[src/rtl/crc_serial_ctrl_pkg.sv]
// Shared definitions for the serial CRC controller: FSM encoding,
// mode encoding and the default generator configuration.
package crc_serial_ctrl_pkg;

    // Controller states
    typedef enum logic [1:0] {
        ST_IDLE  = 2'd0,
        ST_SHIFT = 2'd1,
        ST_DONE  = 2'd2
    } crc_state_t;

    // Transaction mode
    localparam logic MODE_ENC = 1'b0;
    localparam logic MODE_CHK = 1'b1;

    // Default generator: G = 1011 (x^3 + x + 1)
    localparam int           DEF_BW      = 4;
    localparam int           DEF_CRC_BW  = 3;
    localparam logic [2:0]   DEF_DIVISOR = 3'b011;

endpackage

[src/rtl/crc_serial_ctrl_step.sv]
// Single polynomial-division step: conditionally XOR the generator low
// bits into the already-shifted remainder.
module crc_serial_ctrl_step #(
    parameter int CRC_BW = 3
) (
    input  logic [CRC_BW-1:0] i_rem,
    input  logic              i_sel,
    input  logic [CRC_BW-1:0] i_divisor,
    output logic [CRC_BW-1:0] o_rem
);

    // Bitwise conditional subtraction (XOR) of the divisor
    for (genvar gi = 0; gi < CRC_BW; gi++) begin : g_bit
        assign o_rem[gi] = i_rem[gi] ^ (i_sel & i_divisor[gi]);
    end

endmodule

[src/rtl/crc_serial_ctrl.sv]
// Sequential CRC engine. One data word per transaction, one division step
// per clock through a single shared step slice. Encode mode returns the
// codeword {data, crc}; check mode returns {data, syndrome} and flags a
// non-zero syndrome.
module crc_serial_ctrl
    import crc_serial_ctrl_pkg::*;
#(
    parameter int                BW      = DEF_BW,
    parameter int                CRC_BW  = DEF_CRC_BW,
    parameter logic [CRC_BW-1:0] DIVISOR = DEF_DIVISOR
) (
    input  logic                 clk,
    input  logic                 rst_n,
    input  logic                 clr,
    input  logic                 in_valid,
    output logic                 in_ready,
    input  logic                 in_mode,
    input  logic [BW-1:0]        in_data,
    input  logic [CRC_BW-1:0]    in_crc,
    output logic                 out_valid,
    input  logic                 out_ready,
    output logic [BW+CRC_BW-1:0] out_code,
    output logic                 out_err,
    output logic                 busy
);

    localparam int              CNT_W    = $clog2(BW + 1);
    localparam logic [CNT_W-1:0] CNT_LAST = CNT_W'(BW - 1);

    crc_state_t                 r_state;
    crc_state_t                 w_state_next;
    logic [CRC_BW-1:0]          r_rem;
    logic [BW-1:0]              r_pend;
    logic [BW-1:0]              r_data;
    logic                       r_mode;
    logic [CNT_W-1:0]           r_cnt;
    logic [BW+CRC_BW-1:0]       r_code;
    logic                       r_err;

    logic                       w_accept;
    logic                       w_step;
    logic                       w_last;
    logic [BW+CRC_BW-1:0]       w_sr;
    logic [CRC_BW-1:0]          w_shifted;
    logic [CRC_BW-1:0]          w_rem_next;

    assign w_accept = (r_state == ST_IDLE) && in_valid && !clr;
    assign w_step   = (r_state == ST_SHIFT) && !clr;
    assign w_last   = w_step && (r_cnt == CNT_LAST);

    // Full dividend: message followed by received CRC (check) or zeros (encode)
    assign w_sr = {in_data, (in_mode == MODE_CHK) ? in_crc : {CRC_BW{1'b0}}};

    // Shift the next pending bit into the remainder; its old MSB selects the XOR
    assign w_shifted = {r_rem[CRC_BW-2:0], r_pend[BW-1]};

    crc_serial_ctrl_step #(
        .CRC_BW    (CRC_BW)
    ) u_step (
        .i_rem     (w_shifted),
        .i_sel     (r_rem[CRC_BW-1]),
        .i_divisor (DIVISOR),
        .o_rem     (w_rem_next)
    );

    // State register
    always_ff @(posedge clk or negedge rst_n) begin
        if (!rst_n) begin
            r_state <= ST_IDLE;
        end else begin
            r_state <= w_state_next;
        end
    end

    // Next-state logic; clr overrides every transition
    always_comb begin
        w_state_next = r_state;
        case (r_state)
            ST_IDLE:  if (in_valid)  w_state_next = ST_SHIFT;
            ST_SHIFT: if (w_last)    w_state_next = ST_DONE;
            ST_DONE:  if (out_ready) w_state_next = ST_IDLE;
            default:                 w_state_next = ST_IDLE;
        endcase
        if (clr) begin
            w_state_next = ST_IDLE;
        end
    end

    // Datapath: latch the request on accept, run one division step per SHIFT cycle,
    // and capture the result on the last step so it is stable throughout DONE
    always_ff @(posedge clk or negedge rst_n) begin
        if (!rst_n) begin
            r_rem  <= '0;
            r_pend <= '0;
            r_data <= '0;
            r_mode <= MODE_ENC;
            r_cnt  <= '0;
            r_code <= '0;
            r_err  <= 1'b0;
        end else if (w_accept) begin
            r_rem  <= w_sr[BW+CRC_BW-1 -: CRC_BW];
            r_pend <= w_sr[BW-1:0];
            r_data <= in_data;
            r_mode <= in_mode;
            r_cnt  <= '0;
        end else if (w_step) begin
            r_rem  <= w_rem_next;
            r_pend <= {r_pend[BW-2:0], 1'b0};
            r_cnt  <= r_cnt + CNT_W'(1);
            if (w_last) begin
                r_code <= {r_data, w_rem_next};
                r_err  <= (r_mode == MODE_CHK) && (|w_rem_next);
            end
        end
    end

    assign in_ready  = (r_state == ST_IDLE);
    assign busy      = (r_state != ST_IDLE);
    assign out_valid = (r_state == ST_DONE);
    assign out_code  = r_code;
    assign out_err   = r_err;

endmodule

[config.mk]
export PLATFORM = sky130hd
export DESIGN_NAME = crc_serial_ctrl
export DESIGN_NICKNAME = d
export VERILOG_FILES = /design/src/rtl/crc_serial_ctrl_pkg.sv /design/src/rtl/crc_serial_ctrl_step.sv /design/src/rtl/crc_serial_ctrl.sv
export SDC_FILE = /design/constraint.sdc
export NUM_CORES = 1
export LEC_CHECK = 0
export CAP_MARGIN = 20
export CORE_AREA = 2 2 56 58
export CTS_CLUSTER_SIZE = 30
export DETAILED_ROUTE_END_ITERATION = 8
export DIE_AREA = 0 0 58 60
export PLACE_DENSITY = 0.79
export REMOVE_ABC_BUFFERS = 1
export SLEW_MARGIN = 5
export SYNTH_ARGS = -nofsm -noshare
export SYNTH_HDL_FRONTEND = slang
export SYNTH_HIERARCHICAL = 1
export SYNTH_SLANG_ARGS = --single-unit
[constraint.sdc]
create_clock -name clk -period 1.4 [get_ports clk]
set_input_delay 0.35 -clock clk [delete_from_list [all_inputs] [get_ports clk]]
set_output_delay 0.35 -clock clk [all_outputs]
set_load 0.01 [all_outputs]
After elaboration in Yosys (flattened, before gate mapping)
Index checks and enable logic that the tools add are counted.
Widths: inputs -> output; s select.
Word-level totals
  output and inout bits: 11
  flip-flop bits (word level): 25
  memory bits (read-only): 0
  bits in writable memories: 0
  input port bits: 13
  latch bits: 0
  logic and storage cells: 42
  memories kept: 0
Cells by class
  equality and inequality tests: 6
  bitwise logic cells: 3
  magnitude comparators: 0
  divide/modulo/power cells: 0
  $mul: 0
  reduce and logical (&&, ||, !) cells: 12
  $add $sub $neg: 1
  multiplexer cells: 12
  shift-type cells: 0
Operators with widths (count)
  $mux 3: 5
  $mux 2: 4
  $mux 4: 2
  $ne 3x3->1 const B: 2
  $pmux 2 s3: 1
  $reduce_and 3->1: 2
  $logic_and 1x1->1: 5
  $reduce_bool 2->1: 2
  $add 3x1->3 const B: 1
  $eq 3x2->1 const B: 1
  $ne 3x2->1 const B: 1
  $reduce_or 3->1: 1
  $eq 2x1->1 const B: 1
  $eq 2x2->1 const B: 1
  $logic_not 2->1: 1
  $xor 1x1->1: 2
  $logic_not 1->1: 1
  $not 1->1: 1

Longest topological paths before layout
Gate-level depths: netlist (run 1).
  depth in word-level cells: 6
  gate-level depth with buffers: 5
  gate-level depth less buffers: 5

Modules after synthesis
Netlist (run 1), hierarchy kept.
Modules (own cells, without submodules)
  crc_serial_ctrl: area an instance 1179.9 um2, sequential area each 625.6 um2, instances 1, cells each 96
  crc_serial_ctrl_step: area an instance 37.5 um2, sequential area each 0.0 um2, instances 1, cells each 6

Worst setup path before layout (run 1)
Ideal clock, no wire load.
  kind: flip-flop to flip-flop
  from: register r_state[1]
  to: register r_data[2]
  stages on the path, launching flop included: 5
  data required time: 1.275 ns
  setup time: 0.125 ns
  path buffers: 2
  clock period less this slack: 1.463 ns
  slack: -0.063 ns
  data arrival time: 1.338 ns
  path through: dfrtp_1 -> buf_6 -> nor4b_4 -> buf_6 -> mux2_2
On the way
  word-level cells in the longest chain between the ends: 3
Ends and longest elaborated chain
  start, declared: line crc_serial_ctrl.sv:30  | crc_state_t r_state;
  start signal, assigned: line crc_serial_ctrl.sv:71  | r_state <= w_state_next;
  $logic_not 2->1: line crc_serial_ctrl.sv:47  | assign w_accept = (r_state == ST_IDLE) && in_valid && !clr;
  $logic_and 1x1->1 (2 in a row): line crc_serial_ctrl.sv:47
  end signal, assigned: line crc_serial_ctrl.sv:103  | r_data <= in_data;
  end, declared: line crc_serial_ctrl.sv:34  | logic [BW-1:0] r_data;
Every way passes these cells.
A chain may end at the register's enable or synchronous reset.

Worst setup path after layout (run 1)
  from: register r_state[0]
  to: register r_data[2]
The elaborated chain is that of the path after synthesis.

==> metrics, run 1 <==
number of antenna violations at the first check in global routing=0; Lkg Pwr=0.865 nW; combinational family with the most area after synthesis=simple AND/OR/NAND/NOR gates; vias per inst=5.19; post-synthesis share of cell area spent on xor and xnor gates=0.0288; H-tree level count=1; result of the run=finished with violations; maximum clock frequency=0.653 GHz; placer congestion estimate=between 0.7 and 0.8; number of hold-slack violations in the final timing report=0; cell chosen for the clock root=sky130_fd_sc_hd__clkbuf_4; filler cell count=209; # Max-Cap Violations=0; clock insertion delay at the later pin of the skew report=about 0.33 ns; Die ar.=3480 µm²; hpwl dp=around 1800 µm; mapped cell area=about 1200 µm²; vias in the first global route=910; required time at the endpoint of the critical path=1.61 ns; buffer levels on the longest clock path=2; Chip Width=slightly below 60 µm; distinct cell type count after synthesis=27; final wirelength=2970 µm; residual overflow from global routing=0; Port Buffer Count=23; effective utilization at floorplan=0.419; simple-gate area share of the yosys netlist=0.143; net count reported at finish=~170; crit path max fanout=5; failing checks=setup timing; crit end category=register; number of inserted diodes=0; iteration-0 DRC count of the detailed router=23; final-report setup violation count=19; most frequent cells in the layout=sky130_fd_sc_hd__dfrtp_1, sky130_fd_sc_hd__buf_4, sky130_fd_sc_hd__mux2_4; multiplexer share of the synthesized area=0.120; number of warnings reported in the yosys synthesis log=6; startpoint kind of the worst setup timing path=register; aggregate negative setup slack=-1.40 ns; class of the most critical setup path=reg -> reg; Multi-input gate area=about 680 µm²; prevailing post-synth register cell=sky130_fd_sc_hd__dfrtp_1; class of the worst hold path=in -> async; Post-Synth Adder-Cell Area=0.0206; TritonCTS clock tree=done; DRC violation count after routing=0; TritonRoute pass-1 iters=4; setup slack of the critical path after layout=-0.131 ns; relative area change from synthesis to final layout=51.6%; Placeable Area=2900 µm²; Power per Cell Area=about 1300 nW/µm²; proportion of synthesized chip area in sequential cells=0.514; remaining antenna violation count=0; flops & latches, synth=25; Seq. cell area=626 µm²; die extent in y=60 µm; minimum setup slack after placement=-0.476 ns; routed len/inst=16.1 µm; syn_area_per_cell=11.9 µm²; total chip power=2.43 mW; global-route wire length before repair=4270 µm; num rows=20; maximum clock skew at final layout=0.0234 ns; Inserted Clock Buffers=3; Post-synth EDFFs=0; data arrival at the endpoint of the critical path=1.74 ns; clock sink count=25; global-route usage over all layers=0.168; Tmin final=1.53 ns; final period utilization=1.09; post-synthesis compound-gate area fraction=0.120; Gate Count Post-Synth=about 100; share of layout cells above drive strength 1=0.447; CTS clk-pin slew, worst paths=approximately 0.15 ns; maximum number of pins on one net before global-route repair=26; worst vdd ir=908 µV; overall via count from detail_route=960; setup repair after global routing missed its margin=yes; post-synthesis async set-or-reset flop share=1.00; max-slew violation count=0; number of placed I/O pins=24; most common cell after layout, fill and taps aside=sky130_fd_sc_hd__dfrtp_1
[area by class of cell]
cell class	instances	share of cell area
clock buffers	4	0.0142
well taps	33	0.0224
multi-input cells	70	0.367
flip-flops and latches	25	0.339
inverters	3	0.00610
repair buffers	50	0.252
[synth_stat cells, drive strengths merged (2+ instances only)]
cell   number  area, µm²
dfrtp      25        626
mux2       13        146
nand2      10       37.5
a22oi       6       45.0
nor2        6       41.3
buf         5       46.3
nor2b       5       31.3
o21ai       5       25.0
a31oi       4       25.0
xnor2       4       35.0
a21oi       3       15.0
inv         3       11.3
conb        2       7.51
ha          2       25.0
or2         2       12.5
[kinds of logic (layout without fill, tap and decap cells)]
kind of cell             after synthesis  after routing
AO/OA/AOI/OAI                         22             22
other                                  2              3
multiplexers                          13             13
AND/OR/NAND/NOR                       26             26
buffers and inverters                  8             57
adder cells (fa/ha/maj)                2              2
flip-flops                            25             25
XOR/XNOR                               4              4
[critical path, cell delays in order, from the launching register on]
cell,delay (ns)
sky130_fd_sc_hd__dfrtp_1,0.44
sky130_fd_sc_hd__buf_6,0.14
sky130_fd_sc_hd__nor4b_4,0.34
sky130_fd_sc_hd__buf_6,0.19
sky130_fd_sc_hd__mux2_4,0.30
[per-layer routing]
metal,wire (µm),track usage,vias up,share of wire
li1,-,-,452,-
met1,1260,0.207,480,0.42
met2,1570,0.287,24,0.53
met3,99,0.0260,4,0.033
met4,38,0.0797,0,0.013
met5,0,0,-,0
[final timing paths]
path | from | to | slack (ns) | cells past startpoint
max | r_state[0] | r_data[2] | -0.13 | 4
min | rst_n | r_cnt[2] | 0.36 | 2
max reg2reg | r_state[0] | r_data[2] | -0.13 | 4
min reg2reg | r_data[1] | out_code[4] | 0.50 | 1
max in group asynchronous | rst_n | out_code[1] | 0.77 | 2
min in group clk | clr | r_state[1] | 0.47 | 2
[flip-flops by register name (all words and copies together), names as in the netlist]
name and count:
r_pend 4, out_code 7, r_mode 1, out_err 1
r_data 4, r_rem 3, r_cnt 3, r_state 2
[through the flow]
| step | instances | hold slack [ns] | util | instance area, µm² |
|---|---|---|---|---|
| floorplan | 98 | 0.0544 | - | 1170 |
| global placement | 166 | 0.471 | 0.529 | 1540 |
| detailed placement | 166 | 0.493 | 0.529 | 1540 |
| CTS | 175 | 0.383 | 0.559 | 1620 |
| global route | 185 | 0.383 | 0.636 | 1850 |
| finish | 185 | 0.359 | 0.636 | 1850 |
[report_power, final]
part,internal [mW],switching (mW)
registers,0.918,0.150
logic,0.625,0.404
clock network,0.112,0.218
total,1.65,0.771
[timing repair]
item | in CTS | in global routing
setup buffers | 5 | 10
pin swaps | 2 | 9
gates resized for setup | 34 | 42
hold buffers | 0 | 0
setup endpoints to repair | 34 | 34
(Power assumes the default switching activity.)
==> run 2: changes to the inputs <==
--- a/config.mk
+++ b/config.mk
@@ -10,7 +10,7 @@
 export CTS_CLUSTER_SIZE = 30
 export DETAILED_ROUTE_END_ITERATION = 8
 export DIE_AREA = 0 0 58 60
-export PLACE_DENSITY = 0.79
+export PLACE_DENSITY_LB_ADDON = 0.08
 export REMOVE_ABC_BUFFERS = 1
 export SLEW_MARGIN = 5
 export SYNTH_ARGS = -nofsm -noshare
==> metrics, run 2 (synthesized netlist as in run 1, its figures left out) <==
result of the run=finished with violations (unchanged); failing checks=setup timing (unchanged); final cell area excluding filler cells=1840 µm² (was 1850 µm²); worst vdd ir=861 µV (was 908 µV); TritonCTS clock tree=done (unchanged); share of layout cells above drive strength 1=0.438 (was 0.447); filler cell count=235 (was 209); DRC violation count after routing=0 (unchanged); CTS clk-pin slew, worst paths=0.14 ns (was 0.15 ns); crit end category=register (unchanged); max-slew violation count=0 (unchanged); number of inserted diodes=0 (unchanged); CTS hold repair buffers=0 (unchanged); residual overflow from global routing=0 (unchanged); die extent in y=60 µm (unchanged); number of hold-slack violations in the final timing report=0 (unchanged); placer congestion estimate=0.792 (was 0.740); cell-by-cell listing of the critical path=buf_6 -> nor4b_4 -> buf_4 -> mux2_4 (was buf_6 -> nor4b_4 -> buf_6 -> mux2_4); final period utilization=1.10 (was 1.09); global-route wire length before repair=4570 µm (was 4270 µm); maximum number of pins on one net before global-route repair=26 (unchanged); Placeable Area=2900 µm² (unchanged); remaining antenna violation count=0 (unchanged); class of the most critical setup path=reg -> reg (unchanged); number of antenna violations at the first check in global routing=0 (unchanged); data arrival at the endpoint of the critical path=1.77 ns (was 1.74 ns); most frequent cells in the layout=sky130_fd_sc_hd__dfrtp_1, sky130_fd_sc_hd__buf_4, sky130_fd_sc_hd__mux2_4 (unchanged); Port Buffer Count=23 (unchanged); clock insertion delay at the later pin of the skew report=0.33 ns (about the same); TritonRoute pass-1 iters=4 (unchanged); required time at the endpoint of the critical path=1.63 ns (was 1.61 ns); final wirelength=2830 µm (was 2970 µm); buffer levels on the longest clock path=2 (unchanged); Tmin final=1.53 ns (about the same); Die ar.=3480 µm² (unchanged); # Max-Cap Violations=0 (unchanged); global-route usage over all layers=0.177 (was 0.168); clock sink count=25 (unchanged); Lkg Pwr=0.859 nW (was 0.865 nW); overall via count from detail_route=935 (was 960); H-tree level count=1 (unchanged); final-report setup violation count=24 (was 19); Chip Width=58 µm (unchanged); startpoint kind of the worst setup timing path=register (unchanged); net count reported at finish=169 (was 168); vias per inst=5.03 (was 5.19); Inserted Clock Buffers=3 (unchanged); cell chosen for the clock root=sky130_fd_sc_hd__clkbuf_4 (unchanged); vias in the first global route=978 (was 910); hpwl dp=1870 µm (was 1850 µm); relative area change from synthesis to final layout=51.3% (was 51.6%); routed len/inst=15.2 µm (was 16.1 µm); crit path max fanout=5 (unchanged); cell area after placement=1590 µm² (was 1540 µm²); max incr delay on CP=0.44 ns (about the same); setup repair after global routing missed its margin=yes (unchanged); effective utilization at floorplan=0.419 (unchanged); Power per Cell Area=1280 nW/µm² (was 1310 nW/µm²); maximum clock frequency=0.652 GHz (was 0.653 GHz); setup slack of the critical path after layout=-0.134 ns (was -0.131 ns); class of the worst hold path=in -> async (unchanged); final core utilization=0.634 (was 0.636); library cell contributing the largest single delay on the critical path=sky130_fd_sc_hd__dfrtp_1 (unchanged); maximum clock skew at final layout=0.00389 ns (was 0.0234 ns); iteration-0 DRC count of the detailed router=22 (was 23); most common cell after layout, fill and taps aside=sky130_fd_sc_hd__dfrtp_1 (unchanged); max FFs per register=7 (unchanged); number of placed I/O pins=24 (unchanged); num rows=20 (unchanged)
==> run 2: cell types whose count changed in the layout (fill, tap and decap cells not counted), sizes merged <==
cell,delta
buf,+1
clkbuf,-1
clkdlybuf4s15,+3
clkinv,+1
dlygate4sd2,-3
==> run 2: metrics by stage <==
stage | setup slack (ns) | power (mW) | TNS, ns | std cells | hold slack [ns]
finish | -0.134 | 2.35 | -1.79 | 186 | 0.350
global route | -0.214 | 2.51 | -3.51 | 186 | 0.352
CTS | -0.115 | 2.22 | -1.42 | 177 | 0.359
detailed placement | -0.485 | 1.82 | -10.36 | 171 | 0.480
global placement | -0.433 | 1.79 | -9.40 | 171 | 0.472
floorplan | -0.166 | 1.44 | -1.43 | 98 | 0.0544
==> run 2: layout make-up <==
type,count,area (µm²),area share
multi-input cells,70,652,0.354
flip-flops and latches,25,626,0.340
repair buffers,51,484,0.263
well taps,33,41.3,0.0224
clock buffers,3,22.5,0.0122
inverters,3,11.3,0.00611
clock inverters,1,5.00,0.00272
==> run 2: routing by layer <==
metal / track usage / wire length (µm) / vias up
li1: - / - / 452
met1: 0.239 / 1330 / 460
met2: 0.279 / 1350 / 18
met3: 0.0346 / 104 / 5
met4: 0.0698 / 42 / 0
met5: 0 / 0 / -
==> run 2: final timing paths <==
kind	start	slack [ns]	cells past startpoint	to
setup / recovery	r_state[0]	-0.13	4	r_data[3]
hold reg to reg	r_cnt[2]	0.52	1	r_cnt[2]
max in group asynchronous	rst_n	0.90	2	r_data[0]
min in group clk	r_cnt[2]	0.52	1	r_cnt[2]
setup reg to reg	r_state[0]	-0.13	4	r_data[3]
hold / removal	rst_n	0.35	2	r_state[0]
==> run 2: worst max-delay path, delay by kind of cell, from the launching register on <==
| kind | cells | cell delay [ns] |
|---|---|---|
| AND/OR/NAND/NOR | 1 | 0.33 |
| buffers and inverters | 2 | 0.37 |
| multiplexers | 1 | 0.30 |
| flip-flops | 1 | 0.44 |
==> run 2: what timing repair did <==
action / 4_1_cts / 5_1_grt
resized for setup: 49 / 26
pin swaps: 0 / 7
setup endpoints to repair: 34 / 34
gates cloned: 0 / 1
hold endpoints to repair: 0 / 0
buffers inserted: 2 / 9
==> run 2: report_power, final <==
group	internal, mW	switching, mW	leakage (nW)
Clock	0.107	0.231	0.0177
Sequential	0.918	0.128	0.318
Combinational	0.585	0.380	0.523
==> run 3: changes to the inputs <==
--- a/config.mk
+++ b/config.mk
@@ -6,10 +6,10 @@
 export NUM_CORES = 1
 export LEC_CHECK = 0
 export CAP_MARGIN = 20
-export CORE_AREA = 2 2 56 58
+export CORE_AREA = 2 2 43 74
 export CTS_CLUSTER_SIZE = 30
 export DETAILED_ROUTE_END_ITERATION = 8
-export DIE_AREA = 0 0 58 60
+export DIE_AREA = 0 0 45 76
 export PLACE_DENSITY_LB_ADDON = 0.08
 export REMOVE_ABC_BUFFERS = 1
 export SLEW_MARGIN = 5
==> metrics, run 3 (synthesized netlist as in run 1, its figures left out) <==
iteration-0 DRC count of the detailed router=20 (was 22); residual overflow from global routing=0 (unchanged); crit end category=register (unchanged); final core utilization=0.617 (was 0.634); remaining antenna violation count=0 (unchanged); buffer and inverter count on the worst path=2 (unchanged); vias in the first global route=981 (was 978); clock sink count=25 (unchanged); Chip Width=45 µm (was 58 µm); Seq. cell area=626 µm² (unchanged); buffer levels on the longest clock path=2 (unchanged); placer congestion estimate=0.801 (was 0.792); maximum number of pins on one net before global-route repair=26 (unchanged); number of hold-slack violations in the final timing report=0 (unchanged); DRC violation count after routing=0 (unchanged); Port Buffer Count=23 (unchanged); final-report setup violation count=16 (was 24); most common cell after layout, fill and taps aside=sky130_fd_sc_hd__dfrtp_1 (unchanged); share of layout cells above drive strength 1=0.367 (was 0.438); reg2reg setup slack=-0.07 ns (was -0.13 ns); startpoint kind of the worst setup timing path=register (unchanged); result of the run=finished with violations (unchanged); critical path's most frequent cell=sky130_fd_sc_hd__buf_6; Multi-input gate area=628 µm² (was 652 µm²); total chip power=2.38 mW (was 2.35 mW); cell chosen for the clock root=sky130_fd_sc_hd__clkbuf_8 (was sky130_fd_sc_hd__clkbuf_4); number of antenna violations at the first check in global routing=0 (unchanged); routed len/inst=15.2 µm (about the same); TritonCTS clock tree=done (unchanged); filler cell count=242 (was 235); # Max-Cap Violations=0 (unchanged); number of inserted diodes=0 (unchanged); overall via count from detail_route=910 (was 935); most frequent cells in the layout=sky130_fd_sc_hd__dfrtp_1, sky130_fd_sc_hd__buf_4, sky130_fd_sc_hd__mux2_4 (unchanged); number of placed I/O pins=24 (unchanged); global-route usage over all layers=0.176 (was 0.177); library cell contributing the largest single delay on the critical path=sky130_fd_sc_hd__dfrtp_1 (unchanged); Inserted Clock Buffers=3 (unchanged); crit path max fanout=7 (was 5); setup slack of the critical path after layout=-0.0678 ns (was -0.134 ns); critical path's top delay family=flip-flops (unchanged); maximum clock skew at final layout=0.00211 ns (was 0.00389 ns); Lkg Pwr=0.853 nW (was 0.859 nW); Tmin final=1.47 ns (was 1.53 ns); effective utilization at floorplan=0.425 (was 0.419); net count reported at finish=163 (was 169); Placeable Area=2860 µm² (was 2900 µm²); final wirelength=2660 µm (was 2830 µm); max incr delay on CP=0.40 ns (was 0.44 ns); H-tree level count=1 (unchanged); maximum clock frequency=0.681 GHz (was 0.652 GHz); vias per inst=5.20 (was 5.03); TritonRoute pass-1 iters=4 (unchanged); max FFs per register=7 (unchanged); class of the most critical setup path=reg -> reg (unchanged); relative area change from synthesis to final layout=45.1% (was 51.3%); CTS clk-pin slew, worst paths=0.09 ns (was 0.14 ns); final period utilization=1.05 (was 1.10); Power per Cell Area=1340 nW/µm² (was 1280 nW/µm²); global-route wire length before repair=4570 µm (about the same); setup repair after global routing missed its margin=yes (unchanged); class of the worst hold path=in -> async (unchanged); max-slew violation count=0 (unchanged); die extent in y=76 µm (was 60 µm); worst vdd ir=836 µV (was 861 µV); clock insertion delay at the later pin of the skew report=0.26 ns (was 0.33 ns); hpwl dp=1910 µm (was 1870 µm); required time at the endpoint of the critical path=1.56 ns (was 1.63 ns); data arrival at the endpoint of the critical path=1.63 ns (was 1.77 ns); Die ar.=3420 µm² (was 3480 µm²); failing checks=setup timing (unchanged); cell-by-cell listing of the critical path=buf_6 -> nor4b_4 -> buf_6 -> mux2_4 (was buf_6 -> nor4b_4 -> buf_4 -> mux2_4); num rows=26 (was 20)
[run 3: cell type report]
class | instances | share of cell area
clock buffers | 3 | 0.0234
clock inverters | 1 | 0.00283
inverters | 3 | 0.00637
multi-input cells | 70 | 0.356
flip-flops and latches | 25 | 0.354
well taps | 28 | 0.0198
repair buffers | 45 | 0.238
[run 3: metrics by stage]
step | setup slack, ns | std cells | instance area (µm²) | hold slack (ns) | TNS, ns
detailed placement | -0.476 | 167 | 1590 | 0.474 | -10.31
floorplan | -0.166 | 98 | 1170 | 0.0544 | -1.43
global route | -0.140 | 175 | 1770 | 0.430 | -1.80
global placement | -0.436 | 167 | 1590 | 0.473 | -9.35
CTS | -0.0793 | 175 | 1730 | 0.428 | -0.780
finish | -0.0678 | 175 | 1770 | 0.424 | -0.792
[run 3: worst register-to-register path, stage by stage, from the launching register on]
cell and delay (ns):
sky130_fd_sc_hd__dfrtp_1 0.40, sky130_fd_sc_hd__buf_6 0.14, sky130_fd_sc_hd__nor4b_4 0.33, sky130_fd_sc_hd__buf_6 0.19
sky130_fd_sc_hd__mux2_4 0.30
[run 3: power by group]
group	internal (mW)	switching (mW)
clock network	0.199	0.226
registers	0.919	0.123
logic	0.548	0.361
[run 3: path summary, 6_finish.rpt]
check,start,to,cells past startpoint
worst max-delay path,r_state[1],r_mode,4
worst min-delay path,rst_n,r_pend[0],2
worst max register to register,r_state[1],r_mode,4
worst min register to register,r_cnt[2],r_cnt[2],1
max in group asynchronous,rst_n,r_state[0],2
min in group clk,r_cnt[2],r_cnt[2],1
[run 3: timing repair]
item / in CTS / in global routing
gates cloned: 0 / 0
hold buffers: 0 / 0
pin swaps: 8 / 4
setup buffers: 4 / 0
setup endpoints to repair: 35 / 25
gates resized for setup: 44 / 13
[run 3: routing by layer]
layer | wire length, µm | track usage | vias to the layer above
met5 | 0 | 0 | -
li1 | - | - | 442
met2 | 1430 | 0.277 | 16
met1 | 1130 | 0.226 | 448
met3 | 60 | 0.0261 | 4
met4 | 43 | 0.0853 | 0
